`src/rtl/zynq_mmio_responder.sv`:
```
// zynq_mmio_responder: AXI4 register endpoint for the Zynq PS GP master, NREGS x 32-bit regs with per-register write pulses; ZYNQ_MMIO_DECERR_EN enables DECERR on out-of-range beats
module zynq_mmio_responder #(
   parameter int          NREGS     = 16,
   parameter int          ADDR_BITS = 12,
   parameter logic [31:0] BASE_ADDR = 32'h43C0_0000
) (
   input  logic                  clock,
   input  logic                  reset_n,
   input  logic                  io_ctrl_aw_valid,
   output logic                  io_ctrl_aw_ready,
   input  logic [31:0]           io_ctrl_aw_bits_addr,
   input  logic [11:0]           io_ctrl_aw_bits_id,
   input  logic [7:0]            io_ctrl_aw_bits_len,
   input  logic [2:0]            io_ctrl_aw_bits_size,
   input  logic [1:0]            io_ctrl_aw_bits_burst,
   input  logic                  io_ctrl_w_valid,
   output logic                  io_ctrl_w_ready,
   input  logic [31:0]           io_ctrl_w_bits_data,
   input  logic [3:0]            io_ctrl_w_bits_strb,
   input  logic                  io_ctrl_w_bits_last,
   output logic                  io_ctrl_b_valid,
   input  logic                  io_ctrl_b_ready,
   output logic [11:0]           io_ctrl_b_bits_id,
   output logic [1:0]            io_ctrl_b_bits_resp,
   input  logic                  io_ctrl_ar_valid,
   output logic                  io_ctrl_ar_ready,
   input  logic [31:0]           io_ctrl_ar_bits_addr,
   input  logic [11:0]           io_ctrl_ar_bits_id,
   input  logic [7:0]            io_ctrl_ar_bits_len,
   input  logic [2:0]            io_ctrl_ar_bits_size,
   input  logic [1:0]            io_ctrl_ar_bits_burst,
   output logic                  io_ctrl_r_valid,
   input  logic                  io_ctrl_r_ready,
   output logic [31:0]           io_ctrl_r_bits_data,
   output logic [11:0]           io_ctrl_r_bits_id,
   output logic [1:0]            io_ctrl_r_bits_resp,
   output logic                  io_ctrl_r_bits_last,
   output logic [32*NREGS-1:0]   io_regs,
   output logic [NREGS-1:0]      io_wr_pulse
);
   localparam int IW = ADDR_BITS - 1;
`ifdef ZYNQ_MMIO_DECERR_EN
   localparam logic DECERR = 1'b1;
`else
   localparam logic DECERR = 1'b0;
`endif
   typedef enum logic [1:0] {IDLE, WDATA, WRESP, RDATA} state_t;
   state_t state_q, state_d;
   logic alive_q;
   logic [11:0] id_q, id_d;
   logic [IW-1:0] idx_q, idx_d, rsel_idx;
   logic hit_q, hit_d, fixed_q, fixed_d, err_q, err_d, roor_q, roor_d, rlast_q, rlast_d;
   logic [7:0] len_q, len_d, cnt_q, cnt_d;
   logic [31:0] rdata_q, rdata_d, rword;
   logic [32*NREGS-1:0] regs_q, regs_d;
   logic [NREGS-1:0] pulse_q, pulse_d;
   logic aw_hs, w_hs, ar_hs, r_hs, rhit, r_ok, w_ok;
   logic unused;
   function automatic logic in_win(input logic [31:0] a);
      return a[31:ADDR_BITS] == BASE_ADDR[31:ADDR_BITS];
   endfunction
   assign unused = ^{io_ctrl_aw_bits_len, io_ctrl_aw_bits_size, io_ctrl_ar_bits_size, io_ctrl_aw_bits_addr[1:0], io_ctrl_ar_bits_addr[1:0]};
   assign aw_hs = io_ctrl_aw_valid & io_ctrl_aw_ready;
   assign w_hs  = io_ctrl_w_valid & io_ctrl_w_ready;
   assign ar_hs = io_ctrl_ar_valid & io_ctrl_ar_ready;
   assign r_hs  = io_ctrl_r_valid & io_ctrl_r_ready;
   // alive_q keeps the ready outputs low until the first edge after reset release
   always_ff @(posedge clock or negedge reset_n) begin
      if (!reset_n) begin
         state_q <= IDLE;
         alive_q <= 1'b0;
      end else begin
         state_q <= state_d;
         alive_q <= 1'b1;
      end
   end
   always_comb begin
      state_d = state_q;
      case (state_q)
         IDLE:  state_d = aw_hs ? WDATA : ar_hs ? RDATA : IDLE;
         WDATA: state_d = (w_hs && io_ctrl_w_bits_last) ? WRESP : WDATA;
         WRESP: state_d = io_ctrl_b_ready ? IDLE : WRESP;
         RDATA: state_d = (r_hs && rlast_q) ? IDLE : RDATA;
         default: state_d = IDLE;
      endcase
   end
   // write wins a same-cycle AW/AR collision
   always_comb begin
      io_ctrl_aw_ready = alive_q && state_q == IDLE;
      io_ctrl_ar_ready = alive_q && state_q == IDLE && !io_ctrl_aw_valid;
      io_ctrl_w_ready  = state_q == WDATA;
      io_ctrl_b_valid  = state_q == WRESP;
      io_ctrl_r_valid  = state_q == RDATA;
   end
   assign io_ctrl_b_bits_id   = id_q;
   assign io_ctrl_b_bits_resp = {2{err_q & DECERR}};
   assign io_ctrl_r_bits_id   = id_q;
   assign io_ctrl_r_bits_data = rdata_q;
   assign io_ctrl_r_bits_resp = {2{roor_q & DECERR}};
   assign io_ctrl_r_bits_last = rlast_q;
   assign io_regs     = regs_q;
   assign io_wr_pulse = pulse_q;
   // read beat to load next: the AR address on accept, otherwise the following beat
   assign rsel_idx = ar_hs ? {1'b0, io_ctrl_ar_bits_addr[ADDR_BITS-1:2]} : fixed_q ? idx_q : idx_q + IW'(1);
   assign rhit = ar_hs ? in_win(io_ctrl_ar_bits_addr) : hit_q;
   assign r_ok = rhit && 32'(rsel_idx) < 32'(NREGS);
   assign w_ok = hit_q && 32'(idx_q) < 32'(NREGS);
   always_comb begin
      rword = '0;
      for (int i = 0; i < NREGS; i++) if (rsel_idx == IW'(i)) rword = regs_q[32*i +: 32];
   end
   always_comb begin
      id_d = id_q;
      idx_d = idx_q;
      hit_d = hit_q;
      fixed_d = fixed_q;
      err_d = err_q;
      len_d = len_q;
      cnt_d = cnt_q;
      rdata_d = rdata_q;
      roor_d = roor_q;
      rlast_d = rlast_q;
      regs_d = regs_q;
      pulse_d = '0;
      if (aw_hs) begin
         id_d = io_ctrl_aw_bits_id;
         idx_d = {1'b0, io_ctrl_aw_bits_addr[ADDR_BITS-1:2]};
         hit_d = in_win(io_ctrl_aw_bits_addr);
         fixed_d = io_ctrl_aw_bits_burst == 2'b00;
         err_d = 1'b0;
      end
      if (w_hs) begin
         idx_d = fixed_q ? idx_q : idx_q + IW'(1);
         err_d = err_q | !w_ok;
         for (int i = 0; i < NREGS; i++) begin
            if (w_ok && idx_q == IW'(i)) begin
               pulse_d[i] = 1'b1;
               for (int b = 0; b < 4; b++) if (io_ctrl_w_bits_strb[b]) regs_d[32*i+8*b +: 8] = io_ctrl_w_bits_data[8*b +: 8];
            end
         end
      end
      if (ar_hs) begin
         id_d = io_ctrl_ar_bits_id;
         len_d = io_ctrl_ar_bits_len;
         fixed_d = io_ctrl_ar_bits_burst == 2'b00;
      end
      if (ar_hs || (r_hs && !rlast_q)) begin
         idx_d = rsel_idx;
         hit_d = rhit;
         rdata_d = r_ok ? rword : 32'h0;
         roor_d = !r_ok;
         cnt_d = ar_hs ? 8'd0 : cnt_q + 8'd1;
         rlast_d = cnt_d == (ar_hs ? io_ctrl_ar_bits_len : len_q);
      end
   end
   always_ff @(posedge clock or negedge reset_n) begin
      if (!reset_n) begin
         id_q <= '0;
         idx_q <= '0;
         hit_q <= 1'b0;
         fixed_q <= 1'b0;
         err_q <= 1'b0;
         len_q <= '0;
         cnt_q <= '0;
         rdata_q <= '0;
         roor_q <= 1'b0;
         rlast_q <= 1'b0;
         regs_q <= '0;
         pulse_q <= '0;
      end else begin
         id_q <= id_d;
         idx_q <= idx_d;
         hit_q <= hit_d;
         fixed_q <= fixed_d;
         err_q <= err_d;
         len_q <= len_d;
         cnt_q <= cnt_d;
         rdata_q <= rdata_d;
         roor_q <= roor_d;
         rlast_q <= rlast_d;
         regs_q <= regs_d;
         pulse_q <= pulse_d;
      end
   end
endmodule
```
`config.mk`:
```
export PLATFORM = sky130hd
export DESIGN_NAME = zynq_mmio_responder
export DESIGN_NICKNAME = d
export VERILOG_FILES = /design/src/rtl/zynq_mmio_responder.sv
export SDC_FILE = /design/constraint.sdc
export NUM_CORES = 1
export LEC_CHECK = 0
export CORE_AREA = 4 4 290 292
export CTS_CLUSTER_DIAMETER = 60
export DETAILED_ROUTE_END_ITERATION = 7
export DIE_AREA = 0 0 294 296
export PLACE_DENSITY = 0.59
export SLEW_MARGIN = 20
export SYNTH_ARGS = -nofsm -noshare
export SYNTH_HDL_FRONTEND = slang
export SYNTH_SLANG_ARGS = --single-unit
```
`constraint.sdc`:
```
create_clock -name clock -period 4.7 [get_ports clock]
set_clock_uncertainty 0.15 [all_clocks]
set_input_delay 0.705 -clock clock [delete_from_list [all_inputs] [get_ports clock]]
set_output_delay 0.705 -clock clock [all_outputs]
set_load 0.005 [all_outputs]
```
==> results of run 1 <==
[registers in the layout, indices dropped and copies added, names as in the netlist]
register             cells
hit_q                    1
io_ctrl_b_bits_id       12
len_q                    8
io_ctrl_r_bits_last      1
io_ctrl_r_bits_data     32
io_wr_pulse             16
state_q                  2
idx_q                   11
cnt_q                    8
fixed_q                  1
alive_q                  1
io_regs                512
[metal layers]
layer  global-route usage  vias up  wire (um)
met5                    0        -          9
met4               0.1273        2       6425
met3              0.09998      249      13130
met2               0.5385     1192      69170
met1               0.3473    12680      49990
li1                     -    10224          -
[stage by stage]
step                power [uW]  worst slack, ps  std cells  hold slack [ps]
floorplan                 7702             1229       2290            259.4
global placement         10300            98.07       4074            319.5
detailed placement       10330            86.18       4074            339.6
CTS                      16130            311.9       4206            23.90
global route             16630            167.6       4208            28.36
finish                   16080            210.0       4210           -55.29
[power by group through the flow]
stage	clock network (uW)	registers, uW	logic [uW]
global route	6070	5630	4920
detailed placement	0	5700	4640
floorplan	0	5590	2110
finish	5780	5610	4690
global placement	0	5690	4610
CTS	5870	5600	4650
[cell usage after synthesis (all sizes together) (6+ instances only)]
library cell	count	area [um^2]
a2111oi	7	61.31
a211oi	21	157.7
a21o	7	52.55
a21oi	50	250.2
a221o	20	200.2
a221oi	45	394.1
a222oi	26	260.3
a22o	31	271.5
a22oi	54	405.4
a2bb2oi	8	70.07
a31oi	27	168.9
a32oi	9	78.83
and3	6	37.54
and3b	6	52.55
buf	50	292.8
clkbuf	106	399.1
dfrtp	605	15140
inv	8	30.03
mux2	513	5777
mux2i	6	60.06
nand2	198	745.7
nand2b	10	62.56
nand3	30	150.1
nand4	14	87.58
nor2	111	424.2
nor2b	15	93.84
nor3	29	186.4
nor4	14	93.84
o2111ai	6	52.55
o211ai	11	82.58
o21a	6	45.04
o21ai	80	407.9
o221ai	20	175.2
o22ai	30	187.7
o31ai	13	97.59
xnor2	13	113.9
xor2	12	105.1
[logic make-up after synthesis]
logic type | after synthesis
xor gates and xnor gates | 25
AOI/OAI and AO/OA | 505
and+or+nand+nor | 461
buffers and inverters | 165
adders and majority gates | 5
DFF | 605
other | 2
muxes | 519
[cell type report]
cell class                      instances  area (um^2)
Tap cell                             1070         1339
Clock inverter                         29        362.8
Multi-Input combinational cell       1520        12160
Clock buffer                          103         2112
Inverter                                9        35.03
Fill cell                            7296        41940
Antenna cell                            4        10.01
Timing Repair Buffer                  870         8486
Sequential cell                       605        15140
[how the worst max path moves through the flow]
stage / to / slack, ps / depth (start not counted)
after floorplan: io_ctrl_r_bits_data[25] / 1230 / 13
after global placement: io_ctrl_r_bits_data[3] / 100 / 10
after detailed placement: io_ctrl_r_bits_data[25] / 90 / 10
after CTS: io_ctrl_r_bits_data[3] / 310 / 10
after global routing: io_ctrl_r_bits_data[28] / 170 / 12
final: io_ctrl_r_bits_data[3] / 210 / 10
==> flow_summary_export.csv, run 1 <==
group,metric,value,unit
timing,finalHoldViolations,2,
clock_tree,path_clk_slew,60,ps
final_layout,fin_nets,3243,
drt,drc,0,
clock_tree,cts_setup_buffers,0,
clock_tree,htree_num_levels,3,
place,hpwl,107.3,mm
timing,min_period_over_period,0.9553,
worst_setup_path,crit_start,"state_q[1]",
logic_synthesis,seq_area_frac_synth,0.5429,
timing,relSlewSlack,0.2482,
logic_synthesis,synth_compound_area_frac,0.1341,
logic_synthesis,ys_types,81,
logic_synthesis,yosysWarnings,0,
worst_setup_path,critPathKind,"flop to flop",
worst_setup_path,crit_chain,"or3b_1 > clkinv_2 > nand2_2 > o22ai_2 > a222oi_1 > mux2i_1 > a2111oi_0 > or4_1 > a31oi_1 > a2bb2oi_1",
drt,detail_route.first_pass.iterations,7,
logic_synthesis,yosys.area_share.xor_xnor,0.007852,
logic_synthesis,async_flop_share,1.000,
clock_tree,cts_buffers,74,
grt,antenna_found_initial,4,
logic_synthesis,synthSimpleGateAreaFrac,0.07726,
clock_tree,ctsHoldBuffers,0,
final_layout,area_delta_synth_final,42.15,%
place,gp_congestion,0.9380,
die,io_pins,752,
timing,grt_setup_unrepaired,"false",
drt,viasPerCell,5.783,
drt,vias,24347,
worst_setup_path,crit_fanout,14,
final_layout,layout-drive-gt1-share,0.2567,
worst_setup_path,required,5090,ps
timing,max_freq,222.7,MHz
die,die_area,87020,um^2
run,cap_viol_max_count,0,
die,num_rows,105,
power_and_ir_drop,peakVddDrop,345.9,uV
power_and_ir_drop,p_sw,5705,uW
timing,min_period,4490,ps
drt,first_iter_violations,1904,
logic_synthesis,synth_top_family_by_area,"multiplexers",
power_and_ir_drop,internal-power,10370,uW
power_and_ir_drop,pwr-share-comb,0.292,
logic_synthesis,synth_fa_ha_area_frac,0.002243,
final_layout,postLayoutCoreUtil,0.4859,
timing,finalSetupTns,0,ps
logic_synthesis,syn_area,27890,um^2
worst_setup_path,reg2reg_from,"state_q[1]",
logic_synthesis,synth_edf_count,0,
grt,grtUsageTotal,0.3076,
worst_setup_path,slowest_stage,"o22ai_2",
clock_tree,cts_tree,"yes",
logic_synthesis,synth.avg_cell_area,12.19,um^2
clock_tree,ctsResizeCount,0,
logic_synthesis,syn_inst,2287,
worst_setup_path,cp_top_family,"compound AO/OA/AOI/OAI gates",
clock_tree,cts_sinks,605,
power_and_ir_drop,p_leak,0.01777,uW
die,coreArea,81580,um^2
timing,worstMarginPinSlew,1128,ps
clock_tree,clk_latency,640,ps
logic_synthesis,ys.flop_type,"dfrtp_1",
worst_hold_path,min_path_type,"primary input to async pin",
worst_setup_path,worst-path-buf-inv,1,
final_layout,final_common_cell,"clkdlybuf4s50_1",
worst_setup_path,r2r_setup_slack,210,ps
run_status,outcome,"finished with violations",
final_layout,layout_common_cells,"clkdlybuf4s50_1 (728), dfrtp_1 (605), mux2_2 (513), nand2_1 (197), buf_4 (131)",
clock_tree,cts_root_buf,"clkbuf_16",
power_and_ir_drop,seq_power_share,0.349,
worst_setup_path,cp-end-kind,"flop",
timing,hold_slack,-55.29,ps
power_and_ir_drop,power.density,405.6,nW/um^2
die,die_w,294,um
logic_synthesis,synth-seq-cells,605,
worst_setup_path,critPathLaunchType,"flop",
place,port_buffers,729,
timing,slew_viol_final,0,
timing,setup_viol,0,
grt,grt_max_degree,106,
worst_setup_path,rr_worst_depth,10,
logic_synthesis,synth_mux_area_frac,0.2093,
worst_setup_path,critPathMaxStageDelay,920,ps
grt,grt_pass1_vias,25093,
grt,grt_pass1_wl,192.3,mm
drt,ant_nets,0,
drt,wl,138.7,mm
run_status,violations,"negative hold slack",
die,start_util,0.3418,
final_layout,final_cell_area,39640,um^2
worst_setup_path,reg2reg_to,"io_ctrl_r_bits_data[3]",
power_and_ir_drop,clkPwrFrac,0.359,
worst_setup_path,arrival,4880,ps
drt,wire_per_inst,32.95,um
grt,grt_remaining_overflow,0,
place,dpl_cell_area,37160,um^2
clock_tree,cts_buffer_depth,3,
power_and_ir_drop,switching_share,0.3548,
die,die_y,296,um
No activity file was read; power rests on OpenSTA's default activity.
==> run 2: changes to the inputs <==
--- a/config.mk
+++ b/config.mk
@@ -7,2 +7,3 @@
 export LEC_CHECK = 0
+export CAP_MARGIN = 20
 export CORE_AREA = 4 4 290 292
==> constraint.sdc (replaced) <==
create_clock -name clock -period 4.7 [get_ports clock]
set_clock_uncertainty 0.15 [all_clocks]
set_input_delay 1.175 -clock clock [delete_from_list [all_inputs] [get_ports clock]]
set_output_delay 1.175 -clock clock [all_outputs]
set_load 0.005 [all_outputs]
==> run 2 against run 1 <==
- the run now ends clean
- largest cell class unchanged
- combinational power rose by 5.8%
- clock-buffer cell count rose by 4
- via count rose by 2.4%
- flip-flop and latch count did not move
- utilization rose by 1.5 points
- clock power rose by 5.4%
- critical path depth rose by 1
- cell count rose by 2.6%
- first-iteration DRC count rose by 6.1%
- design area rose by 3.0%
==> flow_summary_export.csv, run 2 (same netlist as run 1, synthesis figures left out) <==
group,metric,value,unit
run_status,outcome,"complete, no violations",
power_and_ir_drop,clkPwrFrac,0.365,
drt,wl,140.2,mm
final_layout,final_cell_area,40840,um^2
final_layout,fin_nets,3350,
timing,finalHoldViolations,0,
power_and_ir_drop,switching_share,0.3477,
final_layout,postLayoutCoreUtil,0.5005,
worst_setup_path,required,5050,ps
die,die_w,294,um
grt,grt_max_degree,103,
die,die_y,296,um
clock_tree,cts_root_buf,"clkbuf_16",
clock_tree,ctsResizeCount,0,
worst_setup_path,critPathLaunchType,"primary input",
power_and_ir_drop,seq_power_share,0.337,
power_and_ir_drop,p_sw,5799,uW
drt,viasPerCell,5.773,
grt,grt_pass1_wl,195.3,mm
clock_tree,cts_buffer_depth,3,
worst_setup_path,cp-end-kind,"flop",
worst_setup_path,critPathKind,"primary input to flop",
final_layout,area_delta_synth_final,46.44,%
clock_tree,htree_num_levels,3,
die,start_util,0.3418,
worst_setup_path,arrival,4690,ps
die,num_rows,105,
worst_setup_path,r2r_setup_slack,430,ps
power_and_ir_drop,p_leak,0.01843,uW
drt,ant_nets,0,
worst_hold_path,hold_end,"len_q[1]",
power_and_ir_drop,pwr-share-comb,0.297,
clock_tree,cts_tree,"yes",
clock_tree,path_clk_slew,60,ps
drt,first_iter_violations,2021,
final_layout,multi_input_area,12160,um^2
clock_tree,cts_buffers,76,
timing,worstMarginPinSlew,992.2,ps
die,die_area,87020,um^2
worst_setup_path,reg2reg_from,"idx_q[1]",
timing,min_period_over_period,0.9223,
timing,min_period,4335,ps
worst_setup_path,crit_fanout,5,
run,cap_viol_max_count,0,
final_layout,fin_cells,4320,
worst_setup_path,rr_worst_depth,13,
clock_tree,clk_latency,630,ps
final_layout,layout-drive-gt1-share,0.2817,
place,hpwl,108.7,mm
timing,max_freq,230.7,MHz
worst_setup_path,crit_chain,"clkdlybuf4s50_1 > nand2b_1 > nor2_4 > a211oi_1 > a311o_1 > buf_4 > or4_1 > o2111a_1 > nor4_1 > o21a_1 > o21ai_0",
worst_hold_path,whs_path_depth,2,
final_layout,largest_register_ffs,512,
clock_tree,cts_setup_buffers,0,
place,gp_congestion,0.9343,
clock_tree,ctsHoldBuffers,0,
drt,drc,0,
grt,antenna_found_initial,3,
worst_hold_path,min-delay-start,"len_q[1]",
grt,grt_remaining_overflow,0,
power_and_ir_drop,power.density,408.4,nW/um^2
final_layout,layout_common_cells,"clkdlybuf4s50_1 (728), dfrtp_1 (605), mux2_2 (513), buf_4 (214), nand2_1 (197)",
worst_hold_path,min_path_type,"flop to flop",
grt,grt_pass1_vias,25919,
power_and_ir_drop,peakVddDrop,284.6,uV
die,io_pins,752,
worst_setup_path,worst-path-buf-inv,2,
worst_setup_path,reg2reg_to,"io_ctrl_r_bits_data[10]",
drt,wire_per_inst,32.45,um
die,coreArea,81580,um^2
timing,setup_viol,0,
final_layout,final_common_cell,"clkdlybuf4s50_1",
drt,detail_route.first_pass.iterations,7,
power_and_ir_drop,internal-power,10880,uW
clock_tree,cts_sinks,605,
final_layout,fill_cells,7325,
worst_setup_path,cp_top_family,"simple AND/OR/NAND/NOR gates",
place,port_buffers,729,
worst_setup_path,slowest_stage,"nor4_1",
place,dpl_cell_area,38220,um^2
timing,relSlewSlack,0.3385,
place,placedCellCount,4179,
timing,grt_setup_unrepaired,"false",
grt,grtUsageTotal,0.3114,
drt,vias,24940,
final_layout,regArea,15140,um^2
worst_setup_path,critPathMaxStageDelay,800,ps
timing,slew_viol_final,0,
[run 2: metrics by stage]
step / total power (uW) / worst slack [ps] / setup TNS, ps / hold WS (ps)
after floorplan: 7702 / 965.0 / 0 / 301.2
after global placement: 10560 / -379.2 / -3082 / 316.5
after detailed placement: 10610 / -303.5 / -3503 / 328.7
after CTS: 16720 / 344.2 / 0 / 343.4
after global routing: 17220 / 72.38 / 0 / 374.0
final: 16680 / 365.2 / 0 / 346.3
[run 2: worst reg2reg max path: cells and delay by family, from the launching register on]
kind	cells	cell delay (ps)
AOI/OAI and AO/OA	6	1450
adders and majority gates	1	390
buffers and inverters	3	550
DFF	1	570
and+or+nand+nor	3	1060
[run 2: cell type report]
type	count	share of cell area
timing repair buffer	975	0.2338
tap	1070	0.03278
clock inverter	32	0.01085
sequential	605	0.3707
multi-input combinational	1520	0.2977
clock buffer	107	0.05313
inverter	9	0.0008579
antenna	2	0.0001226
[run 2: worst max path at each step]
stage / end / cells past startpoint / slack [ps] / start
after floorplan: io_ctrl_r_bits_data[25] / 11 / 960 / io_ctrl_ar_valid
final: io_ctrl_r_bits_data[10] / 11 / 370 / io_ctrl_aw_valid
after detailed placement: io_ctrl_r_bits_data[10] / 11 / -300 / io_ctrl_aw_valid
after global placement: io_ctrl_r_bits_data[28] / 14 / -380 / io_ctrl_aw_valid
after global routing: io_ctrl_r_bits_data[28] / 14 / 70 / io_ctrl_aw_valid
after CTS: io_ctrl_r_bits_data[10] / 11 / 340 / io_ctrl_aw_valid
[run 2: layer usage]
layer  share of wire  vias up  track usage
li1                -    10452            -
met1            0.36    12979       0.3502
met2            0.49     1208       0.5418
met3           0.095      299       0.1027
met4           0.051        2       0.1368
met5        0.000093        -            0
[run 2: power groups by stage]
stage          Clock [uW]  Sequential, uW  Combinational (uW)
4_1_cts              6180            5620                4930
3_5_place_dp            0            5710                4910
5_1_grt              6370            5650                5200
2_1_floorplan           0            5590                2110
6_report             6090            5620                4960
3_3_place_gp            0            5700                4870
